==> src/rtl/bin_to_bcd.sv <==
// bin_to_bcd: sequential binary-to-BCD converter using shift-and-add-3 (double dabble).
// One iteration per clock; a WIDTH-bit conversion takes WIDTH cycles in StConvert,
// followed by a single StDone cycle in which the result registers update.
//
// Ports:
//   clk      - rising-edge clock for all state
//   reset    - synchronous, active-high reset
//   start    - conversion request, accepted in idle or on the done cycle
//   bin      - unsigned binary input, captured on the accept edge
//   bcd      - five packed BCD digits, bcd[3:0] is the ones digit
//   digit_en - per-digit display enable (leading-zero blanking), bit i -> bcd[4i+3:4i]
//   busy     - high while converting
//   done     - one-cycle pulse; bcd/digit_en change only in this cycle
module bin_to_bcd #(
  parameter int unsigned WIDTH = 16
) (
  input  logic             clk,
  input  logic             reset,
  input  logic             start,
  input  logic [WIDTH-1:0] bin,
  output logic [19:0]      bcd,
  output logic [4:0]       digit_en,
  output logic             busy,
  output logic             done
);

  typedef enum logic [1:0] {
    StIdle,
    StConvert,
    StDone
  } state_e;

  localparam logic [4:0] CntInit = 5'(WIDTH);

  state_e           state_q;
  logic [WIDTH-1:0] shift_q;
  logic [19:0]      work_q;
  logic [4:0]       cnt_q;
  logic [19:0]      bcd_q;
  logic [4:0]       digit_en_q;
  logic             busy_q;
  logic             done_q;

  logic [19:0]      corr;
  logic [19:0]      work_d;
  logic [WIDTH-1:0] shift_d;
  logic [4:0]       digit_en_d;

  // One double-dabble step: per-nibble add-3 (no inter-nibble carry), then shift the
  // {work, shift} pair left with the binary MSB entering the ones digit.
  always_comb begin
    corr = '0;
    for (int i = 0; i < 5; i++) begin
      if (work_q[4*i +: 4] >= 4'd5) begin
        corr[4*i +: 4] = work_q[4*i +: 4] + 4'd3;
      end else begin
        corr[4*i +: 4] = work_q[4*i +: 4];
      end
    end
    work_d  = (corr << 1) | 20'(shift_q[WIDTH-1]);
    shift_d = shift_q << 1;
  end

  // Leading-zero blanking: a digit is shown if it or any higher digit is nonzero.
  always_comb begin
    digit_en_d    = '0;
    digit_en_d[4] = |work_d[19:16];
    digit_en_d[3] = digit_en_d[4] | (|work_d[15:12]);
    digit_en_d[2] = digit_en_d[3] | (|work_d[11:8]);
    digit_en_d[1] = digit_en_d[2] | (|work_d[7:4]);
    digit_en_d[0] = 1'b1;
  end

  always_ff @(posedge clk) begin
    if (reset) begin
      state_q    <= StIdle;
      shift_q    <= '0;
      work_q     <= '0;
      cnt_q      <= '0;
      bcd_q      <= '0;
      digit_en_q <= 5'b00001;
      busy_q     <= 1'b0;
      done_q     <= 1'b0;
    end else begin
      done_q <= 1'b0;
      unique case (state_q)
        StIdle, StDone: begin
          if (start) begin
            shift_q <= bin;
            work_q  <= '0;
            cnt_q   <= CntInit;
            busy_q  <= 1'b1;
            state_q <= StConvert;
          end else begin
            busy_q  <= 1'b0;
            state_q <= StIdle;
          end
        end
        StConvert: begin
          work_q  <= work_d;
          shift_q <= shift_d;
          cnt_q   <= cnt_q - 5'd1;
          // Last iteration: publish the finished value together with the done pulse.
          if (cnt_q == 5'd1) begin
            busy_q     <= 1'b0;
            done_q     <= 1'b1;
            bcd_q      <= work_d;
            digit_en_q <= digit_en_d;
            state_q    <= StDone;
          end
        end
        default: begin
          busy_q  <= 1'b0;
          state_q <= StIdle;
        end
      endcase
    end
  end

  assign bcd      = bcd_q;
  assign digit_en = digit_en_q;
  assign busy     = busy_q;
  assign done     = done_q;

endmodule

==> config.mk <==
export PLATFORM = sky130hd
export DESIGN_NAME = bin_to_bcd
export DESIGN_NICKNAME = d
export VERILOG_FILES = /design/src/rtl/bin_to_bcd.sv
export SDC_FILE = /design/constraint.sdc
export NUM_CORES = 1
export LEC_CHECK = 0
export BUFFER_PORTS_ARGS = -buffer_cell sky130_fd_sc_hd__buf_2
export CAP_MARGIN = 10
export CORE_MARGIN = 2
export CORE_UTILIZATION = 56
export DETAILED_ROUTE_END_ITERATION = 8
export PLACE_DENSITY = 0.89
export RECOVER_POWER = 50
export REMOVE_ABC_BUFFERS = 1
export SLEW_MARGIN = 20
export SYNTH_ARGS = -nofsm -noshare
export SYNTH_HDL_FRONTEND = slang
export SYNTH_SLANG_ARGS = --single-unit
==> constraint.sdc <==
create_clock -name clk -period 2.1 [get_ports clk]
set_input_delay 0.315 -clock clk [delete_from_list [all_inputs] [get_ports clk]]
set_output_delay 0.315 -clock clk [all_outputs]
set_load 0.005 [all_outputs]
# Yosys cells after proc, flatten, opt, wreduce, memory -nomap -nowiden

Cells that the tools add are included.

Register bits after elaboration: 69
Input bits: 19
Output and inout port bits: 27
Word-level logic and storage cells: 57

Add/subtract/negate cells: 6
$lt $le $gt $ge: 5
Eq/ne operators: 5
Muxes and demuxes: 18
Bitwise logic cells: 5
Reductions and logical operators: 10

Operator list:

| cell                                                                   | number |
|---|---|
| 20-bit one-hot mux with 2 select lines                                 | 1 |
| 16-bit one-hot mux with 2 select lines                                 | 1 |
| 4-bit by 3-bit >= comparator with 1-bit output (second input constant) | 5 |
| 20-bit 2-to-1 mux                                                      | 1 |
| 20-bit by 1-bit OR with 20-bit output                                  | 1 |
| 4-bit by 2-bit adder with 4-bit output (second input constant)         | 4 |
| 16-bit 2-to-1 mux                                                      | 1 |
| 4-bit 2-to-1 mux                                                       | 4 |
| 4-bit OR reduction                                                     | 4 |
| 5-bit one-hot mux with 2 select lines                                  | 1 |
| 5-bit by 1-bit equality test with 1-bit output (second input constant) | 1 |
| 5-bit 2-to-1 mux                                                       | 1 |
| 5-bit by 1-bit subtractor with 5-bit output (second input constant)    | 1 |
| 1-bit 2-to-1 mux                                                       | 4 |
| 2-bit inequality test (second input constant)                          | 2 |
| 2-bit one-hot mux with 2 select lines                                  | 1 |
| 2-bit AND reduction                                                    | 2 |
| 2-bit OR reduction                                                     | 2 |
| 3-bit by 2-bit adder with 3-bit output (second input constant)         | 1 |
| 3-bit 2-to-1 mux                                                       | 1 |
| 1-bit OR                                                               | 3 |
| 2-bit by 1-bit equality test with 1-bit output (second input constant) | 1 |
| 2-bit equality test (second input constant)                            | 1 |
| 2-bit zero test                                                        | 1 |
| other kinds (4)                                                        | 4 |

# Logic depth before layout (Yosys ltp)

Depth after elaboration: 7
Mapped depth: 8

# Worst setup path after synthesis

No wires, ideal clock.

Kind: register -> register
From: register cnt_q[0]
To: register digit_en_q[1] (netlist: digit_en[1])
Setup time: 0.137 ns
Arrival: 1.653 ns
Data required time: 1.963 ns
Slack: 0.310 ns
Cell stages (with the launch flop): 7
Buffers on the path: 0
Period minus slack after synthesis: 1.790 ns
Cells stage by stage: dfxtp_1 -> ha_1 -> or4b_4 -> nor2_4 -> nand4b_4 -> nor4_4 -> a311oi_1

Cells in the longest elaborated chain, start to end: 2

RTL lines:

| what                                           | RTL line | RTL |
|---|---|---|
| start, declared                                | 38       | `logic [4:0] cnt_q;` |
| start signal, assigned                         | 91       | `cnt_q <= CntInit;` |
| start signal, assigned                         | 102      | `cnt_q <= cnt_q - 5'd1;` |
| 5-bit by 1-bit equality test with 1-bit output | 104      | `if (cnt_q == 5'd1) begin` |
| 2-bit AND reduction (no source line)           | n/a      |  |
| end signal, assigned                           | 108      | `digit_en_q <= digit_en_d;` |
| end, declared                                  | 40       | `logic [4:0] digit_en_q;` |

Every way passes these cells.
A chain may end at the register's enable or synchronous reset.

# Final worst setup path

From: register work_q[12]
To: register digit_en_q[1] (netlist: digit_en[1])

Cells in the longest elaborated chain, start to end: 7
Elaborated cells between the ends (all ways): 9
Classes of those cells: add/sub: 1; order compare: 1; mux: 1; bitwise: 4; reduce/logical: 2

RTL lines:

| what                                                                                                     | RTL line | RTL |
|---|---|---|
| start, declared                                                                                          | 37       | `logic [19:0] work_q;` |
| start signal, assigned                                                                                   | 100      | `work_q <= work_d;` |
| 4-bit by 2-bit adder with 4-bit output or 4-bit by 3-bit >= comparator with 1-bit output (tied branches) | 55, 54   |  |
| 4-bit 2-to-1 mux (*)                                                                                     | 54       | `if (work_q[4*i +: 4] >= 4'd5) begin` |
| 20-bit by 1-bit OR with 20-bit output (*)                                                                | 60       | `work_d = (corr << 1) \| 20'(shift_q[WIDTH-1]);` |
| 4-bit OR reduction, on equally long branches                                                             | 67, 68   |  |
| 1-bit OR (*)                                                                                             | 68       | `digit_en_d[3] = digit_en_d[4] \| (\|work_d[15:12]);` |
| 1-bit OR (*)                                                                                             | 69       | `digit_en_d[2] = digit_en_d[3] \| (\|work_d[11:8]);` |
| 1-bit OR (*)                                                                                             | 70       | `digit_en_d[1] = digit_en_d[2] \| (\|work_d[7:4]);` |

Every way passes the cells marked *; elsewhere a longest branch is shown, timed or not.

==> metrics.txt <==
Overflow after GRT 0; Routed Antenna Nets 0; max-slew violations 0; Initial Util 57.05%; Clock transition at path regs 0.07 ns; initial antenna violation count 0; CP endpoint kind register; Min Hold Slack 0.2182 ns; Layout Nets about 440; DP Cell Count 471; Longest Clk Path Bufs 2; number of H-tree levels 3; Pre-antenna DRT Iters 5; met1 usage between 20 and 30%; area grow syn2layout 15.73%; Tot GR Track Use 23.43%; synthesized cell area 3103 um2; largest area contributor in the netlist dfxtp_1; largest net degree at the start of global routing 45; Cell variety after synth 39; CTS tree built; die height between 70 and 80 um; GPL Wtd Cong about 0.9; vias in the first global route 2622; CP startpoint kind register; # IOs 46; Hold WC Path Type input pin to register; Setup Skew 0.007698 ns; maximum VDD drop 480.9 uV; Reg2Reg Setup Slack 0.14 ns; Detail Placement HPWL 4479 um; met2 usage in global routing 41.21%; crit share post-route about 93%; IO buf count 44; crit path launch work_q[12]; final hold vios 0; post-synthesis sequential area ratio 44.52%; worst-path fanout max 6; Worst Setup EP digit_en[1]; CTS sink count 69; unrepaired setup endpoints after global routing no; first-pass GRT wire length 11340 um; setup tns final 0 ns; Iter 0 DRT Violations 188; width of the chip 78.44 um; die area 6153 um2; CORE AREA 5439 um2; status complete, no violations; met3 Resource Use GR 8.276%; Lkg Pwr 1.374 nW; Ant. Diodes 0; Syn Inst Count 371; routed len/inst roughly 13 um; final routed DRC violation total 0; Max Cap Viol 0; share of cells above drive strength 1 between 10% and 20%; worst-skew pair later-pin latency 0.35 ns; Slew Limit Headroom 52.23%; Post-Route WL 6506 um; Seq cells post-synth 69; # rows 27; Num CTS Buffers 9; Least-Margin Pin Slew slightly above 0.7 ns; Period minus WS final 1.959 ns; commonest non-fill, non-tap cell in the layout dfxtp_1; Power Density around 740 nW/um2; critical path type register to register; Synth top area share 44.52%; # setup viols final 0; WP data arrival 2.17 ns; global route hottest layer met2; root buf cell clkbuf_8; FF-to-FF path depth 7; Worst R2R End digit_en[1]; YS warnings 0; Post-Layout Cell Count approximately 490; drt via density 5.567; fmax just over 0.5 GHz; top area cells in the synthesized netlist dfxtp_1, a21oi_1, a22oi_1; Reg-to-Reg Start work_q[12]; worst endpoint required time 2.31 ns; most frequent cells in the layout dfxtp_1, nor2_1, nand2_1, a21oi_1, buf_2; Avg Cell Area, Syn 8.364 um2; DR vias 2711
## flip-flops by register name (all words and copies together), names as in the netlist
name and count:
done 1, bcd 20, work_q 20, digit_en 4, state_q 2, busy 1, shift_q 16, cnt_q 5
## where the power goes
group / total [W] / internal, W / switching, W
Sequential: 0.00138 / 0.00135 / 0.0000280
Clock: 0.00104 / 0.000572 / 0.000473
Combinational: 0.000233 / 0.0000862 / 0.000147
Total: 0.00266 / 0.00201 / 0.000648
## how the worst min path moves through the flow
stage	start	to	slack, ns	cells after the start
6_report	bin[0]	shift_q[0]	0.22	3
5_1_grt	bin[0]	shift_q[0]	0.23	3
4_1_cts	bin[0]	shift_q[0]	0.20	3
3_5_place_dp	bcd[6]	bcd[6]	0.45	2
3_3_place_gp	bcd[5]	bcd[5]	0.44	2
2_1_floorplan	reset	bcd[0]	0.38	1
## area by class of cell
type	instances	area, um2
inverters	14	52.55
flip-flops and latches	69	1383
repair buffers	54	291.5
clock inverters	5	50.05
fillers	465	1848
multi-input cells	262	1583
well taps	72	90.09
clock buffers	11	141.4
## what timing repair did
item                       in CTS  in global routing
gates resized for setup         1                  6
hold buffers                    0                  0
setup buffers                   0                  0
cloned                          0                  0
setup endpoints to repair       1                  3
## critical path, stage by stage, from the launching register on
cell       delay, ns
dfxtp_1         0.39
inv_1           0.13
ha_2            0.22
nand2b_1        0.13
a2111oi_4       0.39
a31oi_1         0.14
nor4_4          0.30
a311oi_1        0.12
## synthesized netlist by cell type (all sizes together)
cell	instances
a2bb2oi	1
nor2b	4
ha	12
o21ai	10
nor4b	1
nor2	46
o21bai	1
clkbuf	18
inv	14
and3	1
a211oi	8
or2	1
a21oi	44
a21o	1
nor4	2
xnor2	5
buf	8
or4b	1
a22oi	29
mux2i	6
a2111oi	2
nand3	5
a31oi	1
nand3b	1
and2	3
or3	1
dfxtp	69
nand4b	1
nand2	43
nand2b	7
o21a	1
o211a	1
conb	1
nor3b	7
nor3	14
a311oi	1
## metal layers
metal | routed length (um) | up-vias | share of wire, %
met1 | 2719 | 1259 | 42
met2 | 3297 | 75 | 51
met3 | 376 | 10 | 5.8
met5 | 0 | - | 0
met4 | 113 | 0 | 1.7
li1 | - | 1367 | -
## kinds of logic (layout without fill, tap and decap cells)
family / Yosys count / in the layout / share of synthesized area, %
adder cells (fa/ha/maj): 12 / 12 / 4.839
XOR/XNOR: 5 / 5 / 1.411
flip-flops: 69 / 69 / 44.52
AO/OA/AOI/OAI: 100 / 100 / 20.04
AND/OR/NAND/NOR: 138 / 138 / 21.81
multiplexers: 6 / 6 / 1.936
buffers and inverters: 40 / 84 / 5.322
other: 1 / 1 / 0.1209
## through the flow
step | power (W) | area (um2) | setup WS, ns | utilization, %
after floorplan | 0.001539 | 2990 | -0.7804 | -
after CTS | 0.002699 | 3586 | 0.05685 | 65.93
final | 0.002659 | 3591 | 0.1407 | 66.02
after detailed placement | 0.001648 | 3393 | 0.008971 | 62.39
after global routing | 0.002788 | 3591 | 0.01542 | 66.02
after global placement | 0.001638 | 3393 | 0.2173 | 62.39
Note: power is estimated with default switching activity, not from simulation.
